$ cat src/rtl/clock_divider_multi.sv
// Multi-channel runtime-programmable clock divider with 50% duty outputs.
// Ports: clk_in, reset (async low), enable[N_CH], sync_clr, wr_en/wr_ch/wr_half
//        divisor write, clk_out[N_CH], tick[N_CH], pending[N_CH].
module clock_divider_multi #(
  parameter int N_CH         = 2,
  parameter int DIV_W        = 26,
  parameter int DEFAULT_HALF = 2499
) (
  input  logic             clk_in,
  input  logic             reset,
  input  logic [N_CH-1:0]  enable,
  input  logic             sync_clr,
  input  logic             wr_en,
  input  logic [2:0]       wr_ch,
  input  logic [DIV_W-1:0] wr_half,
  output logic [N_CH-1:0]  clk_out,
  output logic [N_CH-1:0]  tick,
  output logic [N_CH-1:0]  pending
);

  localparam logic [DIV_W-1:0] RST_HALF = DIV_W'(DEFAULT_HALF);

  logic [DIV_W-1:0] cnt_q  [N_CH];
  logic [DIV_W-1:0] cnt_d  [N_CH];
  logic [DIV_W-1:0] half_q [N_CH];
  logic [DIV_W-1:0] half_d [N_CH];
  logic [DIV_W-1:0] pend_q [N_CH];
  logic [DIV_W-1:0] pend_d [N_CH];
  logic [N_CH-1:0]  pv_q, pv_d;
  logic [N_CH-1:0]  clk_q, clk_d;
  logic [N_CH-1:0]  tick_q, tick_d;

  always_comb begin
    for (int c = 0; c < N_CH; c++) begin
      logic             hit;
      logic [DIV_W-1:0] nxt;
      hit = wr_en && (wr_ch == 3'(c));
      nxt = hit ? wr_half : (pv_q[c] ? pend_q[c] : half_q[c]);
      cnt_d[c]  = cnt_q[c];
      half_d[c] = half_q[c];
      pend_d[c] = pend_q[c];
      pv_d[c]   = pv_q[c];
      clk_d[c]  = clk_q[c];
      tick_d[c] = 1'b0;
      if (sync_clr) begin
        // Phase realign only; divisor bookkeeping continues.
        cnt_d[c] = '0;
        clk_d[c] = 1'b0;
        if (hit) begin
          pend_d[c] = wr_half;
          pv_d[c]   = 1'b1;
        end
      end else if (!enable[c]) begin
        // Idle channel: divisor changes apply at once.
        cnt_d[c]  = '0;
        clk_d[c]  = 1'b0;
        half_d[c] = nxt;
        pv_d[c]   = 1'b0;
      end else if (cnt_q[c] == half_q[c]) begin
        // Half-period boundary: safe point to swap divisor.
        cnt_d[c]  = '0;
        clk_d[c]  = ~clk_q[c];
        tick_d[c] = 1'b1;
        half_d[c] = nxt;
        pv_d[c]   = 1'b0;
        if (hit) pend_d[c] = wr_half;
      end else begin
        cnt_d[c] = cnt_q[c] + 1'b1;
        if (hit) begin
          pend_d[c] = wr_half;
          pv_d[c]   = 1'b1;
        end
      end
    end
  end

  always_ff @(posedge clk_in or negedge reset) begin
    if (!reset) begin
      for (int c = 0; c < N_CH; c++) begin
        cnt_q[c]  <= '0;
        half_q[c] <= RST_HALF;
        pend_q[c] <= '0;
      end
      pv_q   <= '0;
      clk_q  <= '0;
      tick_q <= '0;
    end else begin
      for (int c = 0; c < N_CH; c++) begin
        cnt_q[c]  <= cnt_d[c];
        half_q[c] <= half_d[c];
        pend_q[c] <= pend_d[c];
      end
      pv_q   <= pv_d;
      clk_q  <= clk_d;
      tick_q <= tick_d;
    end
  end

  assign clk_out = clk_q;
  assign tick    = tick_q;
  assign pending = pv_q;

endmodule
$ cat config.mk
export PLATFORM = sky130hd
export DESIGN_NAME = clock_divider_multi
export DESIGN_NICKNAME = d
export VERILOG_FILES = /design/src/rtl/clock_divider_multi.sv
export SDC_FILE = /design/constraint.sdc
export NUM_CORES = 1
export LEC_CHECK = 0
export CAP_MARGIN = 20
export CORE_AREA = 4 4 145 133
export DETAILED_ROUTE_END_ITERATION = 10
export DIE_AREA = 0 0 149 137
export GPL_ROUTABILITY_DRIVEN = 0
export PLACE_DENSITY = 0.65
export SETUP_SLACK_MARGIN = 0.4
export SLEW_MARGIN = 15
export SYNTH_ARGS = -nofsm -noshare
export SYNTH_HDL_FRONTEND = slang
export SYNTH_SLANG_ARGS = --single-unit
export TNS_END_PERCENT = 5
$ cat constraint.sdc
create_clock -name clk_in -period 2.4 [get_ports clk_in]
set_clock_uncertainty 0.1 [all_clocks]
set_input_delay 0.24 -clock clk_in [delete_from_list [all_inputs] [get_ports clk_in]]
set_output_delay 0.24 -clock clk_in [all_outputs]
set_load 0.01 [all_outputs]
After elaboration in Yosys (flattened, before gate mapping)
Index checks and enable logic that the tools add are counted.

Word-level logic and storage cells: 69. Input bits: 35. Output and inout bits: 6. Flip-flop bits (word level): 162.

Bitwise gates (word level): 3. Add/sub/neg operators: 2. Reductions and logical operators: 7. Multiplexer cells: 40. Equal/unequal tests: 7.

Operators with widths (number): two-way mux 26 bit (20); adder 26 x 1 -> 26 bit, second input constant (2); equality test 26 bit (2); two-way mux 1 bit (20); != test 3 x 1 -> 1 bit, second input constant (2); != test 2 x 1 -> 1 bit, second input constant (2); AND reduction 2 bit (2); nonzero test 2 bit (2); equality test 3 x 1 -> 1 bit, second input constant (1); logical NOT 3 bit (1); NOT 1 bit (3); logical AND 1 bit (2).

Logic depth before layout (Yosys ltp)
Gate-level depths: netlist (run 1).

Word-level depth: 6. Gate-level depth with buffers: 7. Depth with buffers taken out: 6.

Least setup slack after synthesis (run 1)
OpenSTA, ideal clock, no wires.

Kind: flip-flop to flip-flop. Start point: reg cnt_q[19] in the netlist's numbering. End point: reg half_q[10] in the netlist's numbering. Path slack: 0.280 ns. Required time: 2.175 ns. Period minus slack after synthesis: 2.120 ns. Stages on the path, launching flop included: 7. Buffers on the path: 1. Data arrival time: 1.895 ns. Setup time: 0.125 ns. Cells stage by stage: dfrtp_1 > xor2_1 > nor4_1 > nand4_1 > o32ai_4 > buf_6 > mux2_2.

Longest elaborated chain between the ends: 3.

Ends and longest elaborated chain: start, declared (RTL line 23) `logic [DIV_W-1:0] cnt_q [N_CH];`; start signal, assigned by index (RTL line 89) `cnt_q[c] <= cnt_d[c];`; equality test 26 bit (RTL line 59) `end else if (cnt_q[c] == half_q[c]) begin`; != test 2 x 1 -> 1 bit (no line); AND reduction 2 bit (no line); end signal, assigned by index (RTL line 90) `half_q[c] <= half_d[c];`; end, declared (RTL line 25) `logic [DIV_W-1:0] half_q [N_CH];`.

Every way passes these cells. A chain may end at the register's enable or synchronous reset.

Worst setup path in the final report (run 1)
Start point: reg cnt_q[8] in the netlist's numbering. End point: reg half_q[18] in the netlist's numbering.

Same word-level chain as after synthesis.

==> results.ini, run 1 <==
[setup_path]
crit_buf_inv=2
crit_arrival_ns=2.47
startpoint=cnt_q[8]
critPathLaunchType=flop
crit_type=flop to flop
cp_num_cells=7
critPathRequiredTime_ns=2.60
crit_path_end_kind=flop
path_delay_family=simple AND/OR/NAND/NOR gates
path_cells=xor2_1 -> nor4_1 -> nand4_1 -> o32ai_4 -> buf_12 -> buf_16 -> mux2_2
r2r.worst_path.cells=7
cp_slowest_stage_delay_ns=0.44
slowest_stage=dfrtp_1
r2r_start=cnt_q[8]
crit_fanout=8

[timing]
final_max_slew_viol_count=0
final.setup.tns_ns=0
rsz0062_at_grt=true
fin_crit_ns=2.266
finalHoldViolCount=0
tightest_slew_ns=0.4842
relSlewSlack_pct=67.60
fin_crit_sh_pct=94.41
finalSetupViolations=0
fmax_mhz=441.4

[finish]
register_area_um2=4071
final_cell_mix=dfrtp_1 (148), mux2_2 (121), nand2_1 (93)
fillers=1523
multiInputGateArea_um2=3694
antenna_cells=0
syn_to_final_growth_pct=21.57
final_common_cell=dfrtp_1
fin_nets=791
drive_above_1_share_pct=28.68
finish.instance_area_um2=9562

[placed_design]
dpl.hpwl_mm=12.42
dpl_cell_area_um2=8748
port_buffers=40

[synth]
synth_edf_count=0
yosys_warnings=0
synth_top_cell_area_share_pct=47.73
yosysSeqAreaShare_pct=51.73
synth_area_leader_cell=dfrtp_1
synthMuxAreaShare_pct=18.61
synth.avg_cell_area_um2=11.53
yosys-top-cells-area=dfrtp_1 (48%), mux2_2 (18%), xor2_1 (9.5%)
synth.cell_area_um2=7865
synth_compound_area_share_pct=1.782
synthArstFlopShare_pct=100.0
synthAdderAreaFrac_pct=0.3182
synth_top_family_by_area=multiplexers
ys_ff_latch=162
synthXorXnorAreaFrac_pct=11.14
syn_nets=719
synth_top_flop_cell=dfrtp_1
yosysUniqueCellTypes=33
syn-instance-count=682
synth-simple-area-share_pct=14.49

[power_and_ir_drop]
swShare_pct=25.88
power.share.clock_pct=34.2
p_switching_mw=2.199
seq_power_share_pct=46.1
power.density_nw_per_um2=888.7
max-vdd-ir-drop_uv=444.1
comb_power_share_pct=19.7
power_mw=8.497
p_leak_nw=4.253
p_int_mw=6.298

[route]
first_pass_iters=4
drc=0
vias_per_cell=5.160
ant_nets=0
wire_per_inst_um=17.29
totalWireLength_mm=17.41
vias=5196
drt_iter0_drc=212

[global_route]
grt_pass1_vias=5508
grt_usage_pct=18.04
grt_pass1_wl_mm=28.86
antenna_found_initial=0
grt_overflow=0
grt_max_degree=49

[floorplanning]
fp.coreArea_um2=17610
start_util_pct=44.66
rows=46
num_io_pins=41
die_w_um=149
die_h_um=137
die_area_um2=20410

[cts]
cts_buffer_depth=2
htree_levels=4
cts.reportedPaths.clkPinSlew_ns=0.06
cts.sinks=162
cts-buffers-inserted=17
worst_skew_pair.late_latency_ns=0.42
cts_tree=yes
cts_root_buf=clkbuf_16

[job]
drv_cap=0

[run_status]
outcome=finished, final reports clean

[hold_path]
min_path_type=input port to async pin

## power by group through the flow
stage / clock (mW) / sequential (mW) / combinational, mW
floorplan: 0 / 3.80 / 1.14
global placement: 0 / 3.94 / 1.53
detailed placement: 0 / 3.96 / 1.59
CTS: 2.98 / 3.92 / 1.69
global route: 3.09 / 4.00 / 1.84
finish: 2.90 / 3.92 / 1.67
## sequential cells by signal (all words and copies together), names as in the netlist
signal / cells
cnt_q: 52
half_q: 52
pend_q: 52
clk_out: 2
pending: 2
tick: 2
## cells in the mapped netlist (4+ instances only)
master / n
buf_2: 10
nand4_1: 20
dfstp_2: 12
buf_6: 4
nor4_1: 14
xor2_1: 85
clkbuf_1: 9
nand2_1: 93
and3_1: 7
xnor2_1: 15
inv_1: 6
dfrtp_1: 150
o21ai_0: 4
a21oi_1: 4
mux2_2: 129
nand3_1: 23
nor2_1: 66
nor3_1: 6
## cell type report
class | count | area share [%]
clock inverter | 8 | 1.570
clock buffer | 24 | 5.143
multi-input combinational | 491 | 38.63
inverter | 6 | 0.2355
sequential | 162 | 42.58
timing repair buffer | 76 | 8.702
tap | 240 | 3.141
## timing repair
item                                    in CTS  in global routing
buffers inserted                             5                  0
endpoints found under the setup margin     107                108
pin swaps                                    4                  2
hold buffers                                 1                  0
endpoints found under the hold margin       36                  0
resized for setup                           12                  2
cloned                                       2                  0
## per-layer routing
layer	track usage, %	share of wire, %
met5	0	0
met4	5.389	1.7
met3	3.874	2.5
met2	30.16	50
met1	23.74	46
## kinds of logic after synthesis
group / after synthesis
AND/OR/NAND/NOR: 244
flip-flops: 162
multiplexers: 130
XOR/XNOR: 100
buffers and inverters: 29
AO/OA/AOI/OAI: 15
adder cells (fa/ha/maj): 2
## through the flow
step / setup WS [ns] / hold slack, ns / cells / util, %
3_5_place_dp: -0.05633 / 0.07194 / 967 / 49.67
3_3_place_gp: 0.009395 / 0.06414 / 967 / 49.67
6_report: 0.1342 / 0.1986 / 1007 / 54.29
5_1_grt: 0.05141 / 0.2230 / 1007 / 54.29
4_1_cts: 0.1535 / 0.1923 / 1007 / 54.28
2_1_floorplan: 0.2810 / -0.1556 / 682 / -
## final timing paths
check,to,slack (ns)
worst max-delay path,half_q[18],0.13
worst min-delay path,cnt_q[46],0.20
worst max register to register,half_q[18],0.13
worst min register to register,pend_q[18],0.40
max in group asynchronous,half_q[37],1.24
min in group clk_in,pend_q[18],0.40
Power figures use the tool's default switching activity.
==> run 2: changes to the inputs <==
- CORE_AREA: 4 4 145 133 -> 4 4 138 126
- DIE_AREA: 0 0 149 137 -> 0 0 142 130
- PLACE_DENSITY: 0.65 -> default
- PLACE_DENSITY_LB_ADDON: default -> 0.3
- SKIP_CTS_REPAIR_TIMING: default -> 1
==> run 2 against run 1 <==
Fmax up 0.68%. Via count rose by 2.5%. Count of clock-buffer cells in the layout fell by 4. Combinational power increased by 5%. Hold slack improved by 0.025 ns. Clock power about the same. Critical path depth rose by 1. Sequential power is essentially flat. Cell count shrank 2.9%. Die area shrank 9.6%. Sequential share of layout area is 0.16 points lower. Critical path type unchanged.
==> results.ini, run 2 (synthesis gave the netlist of run 1 again) <==
[finish]
syn_to_final_growth_pct=22.14  ; was 21.57%
antenna_cells=0  ; unchanged
register_area_um2=4075  ; was 4071 um2
drive_above_1_share_pct=30.48  ; was 28.68%
fin_nets=795  ; was 791
final_core_util_pct=59.97  ; was 54.29%
fillers=1279  ; was 1523
finish.instance_area_um2=9607  ; was 9562 um2
multiInputGateArea_um2=3754  ; was 3694 um2
reg_top3=cnt_q: 52 flops, half_q: 52 flops, pend_q: 52 flops  ; unchanged
final_common_cell=dfrtp_1  ; unchanged
final_cell_mix=dfrtp_1 (145), mux2_2 (117), nand2_1 (93)  ; was dfrtp_1 (148), mux2_2 (121), nand2_1 (93)

[setup_path]
crit_arrival_ns=2.45  ; was 2.47 ns
r2r_setup_slack_ns=0.15  ; was 0.13 ns
critPathRequiredTime_ns=2.60  ; about the same
r2r_start=cnt_q[17]  ; was cnt_q[8]
crit_type=flop to flop  ; unchanged
crit_fanout=6  ; was 8
crit_path_end_kind=flop  ; unchanged
critPathLaunchType=flop  ; unchanged
reg2reg_to=half_q[12]  ; was half_q[18]
r2r.worst_path.cells=8  ; was 7

[cts]
cts.sinks=162  ; unchanged
cts.reportedPaths.clkPinSlew_ns=0.06  ; about the same
worst_skew_pair.late_latency_ns=0.42  ; about the same
cts-buffers-inserted=17  ; unchanged
cts_tree=yes  ; unchanged
cts_buffer_depth=2  ; unchanged
htree_levels=4  ; unchanged
cts_root_buf=clkbuf_16  ; unchanged

[timing]
whs_ns=0.2235  ; was 0.1986 ns
finalHoldViolCount=0  ; unchanged
final_max_slew_viol_count=0  ; unchanged
rsz0062_at_grt=true  ; unchanged
finalSetupViolations=0  ; unchanged
relSlewSlack_pct=67.01  ; was 67.60%
fin_crit_ns=2.250  ; was 2.266 ns
fin_crit_sh_pct=93.77  ; was 94.41%
fmax_mhz=444.4  ; was 441.4 MHz
tightest_slew_ns=0.4930  ; was 0.4842 ns
final.setup.tns_ns=0  ; unchanged

[route]
ant_nets=0  ; unchanged
totalWireLength_mm=17.76  ; was 17.41 mm
wire_per_inst_um=18.15  ; was 17.29 um
vias=5325  ; was 5196
vias_per_cell=5.445  ; was 5.160
drt_iter0_drc=311  ; was 212
drc=0  ; unchanged
first_pass_iters=4  ; unchanged

[global_route]
grt_overflow=0  ; unchanged
grt_usage_pct=19.44  ; was 18.04%
grt_pass1_vias=5332  ; was 5508
grt_max_degree=62  ; was 49
grt_pass1_wl_mm=27.92  ; was 28.86 mm
antenna_found_initial=0  ; unchanged

[power_and_ir_drop]
power_mw=8.603  ; was 8.497 mW
p_leak_nw=4.284  ; was 4.253 nW
max-vdd-ir-drop_uv=792.8  ; was 444.1 uV
power.density_nw_per_um2=895.5  ; was 888.7 nW/um2

[run_status]
outcome=finished, final reports clean  ; unchanged

[placed_design]
dpl_cell_area_um2=8715  ; was 8748 um2
dpl.hpwl_mm=12.34  ; was 12.42 mm
port_buffers=40  ; unchanged

[hold_path]
min_path_type=input port to async pin  ; unchanged

[floorplanning]
fp.coreArea_um2=16020  ; was 17610 um2
die_area_um2=18460  ; was 20410 um2
die_h_um=130  ; was 137 um
start_util_pct=49.09  ; was 44.66%
die_w_um=142  ; was 149 um
num_io_pins=41  ; unchanged
rows=44  ; was 46

[job]
drv_cap=0  ; unchanged

[run 2: worst max-delay path, cell delays in order, from the launching register on]
cell and delay [ns]:
dfrtp_2 0.45, xor2_2 0.17, nor4_4 0.32, buf_4 0.17, nand4_1 0.13, o32ai_4 0.15, buf_12 0.17, buf_12 0.13
mux2_2 0.34
[run 2: cell type report]
cell class | instances | area share, %
inverters | 6 | 0.2344
clock buffers | 20 | 4.754
clock inverters | 12 | 1.875
multi-input cells | 491 | 39.07
repair buffers | 80 | 8.948
well taps | 207 | 2.696
flip-flops and latches | 162 | 42.42
[run 2: routing by layer]
layer	part of all wire [%]	track usage (%)
met1	47	27.64
met2	48	30.42
met3	4.5	4.324
met4	0.69	5.192
met5	0	0
[run 2: report_power, final]
part | internal, mW | switching, mW | leakage [nW]
clock | 1.80 | 1.10 | 0.307
sequential | 3.46 | 0.497 | 2.05
combinational | 1.02 | 0.724 | 1.93
[run 2: worst max-delay path by stage]
stage / start / endpoint / slack, ns / cells after the start
floorplan: cnt_q[7] / half_q[10] / 0.28 / 6
global placement: wr_ch[1] / half_q[42] / -0.007 / 7
detailed placement: wr_ch[1] / half_q[48] / -0.06 / 7
CTS: cnt_q[20] / half_q[12] / -0.07 / 7
global route: cnt_q[17] / half_q[12] / 0.07 / 8
finish: cnt_q[17] / half_q[12] / 0.15 / 8
[run 2: stage by stage]
stage	instances	setup WS (ns)
global placement	935	-0.006972
CTS	967	-0.07240
floorplan	682	0.2810
detailed placement	935	-0.05502
global route	978	0.06786
finish	978	0.1496
==> run 3: changes to the inputs <==
- CTS_CLUSTER_SIZE: default -> 30
==> results of run 3 <==
Same layout as run 2: the final DEF is identical, and so are final timing and power.
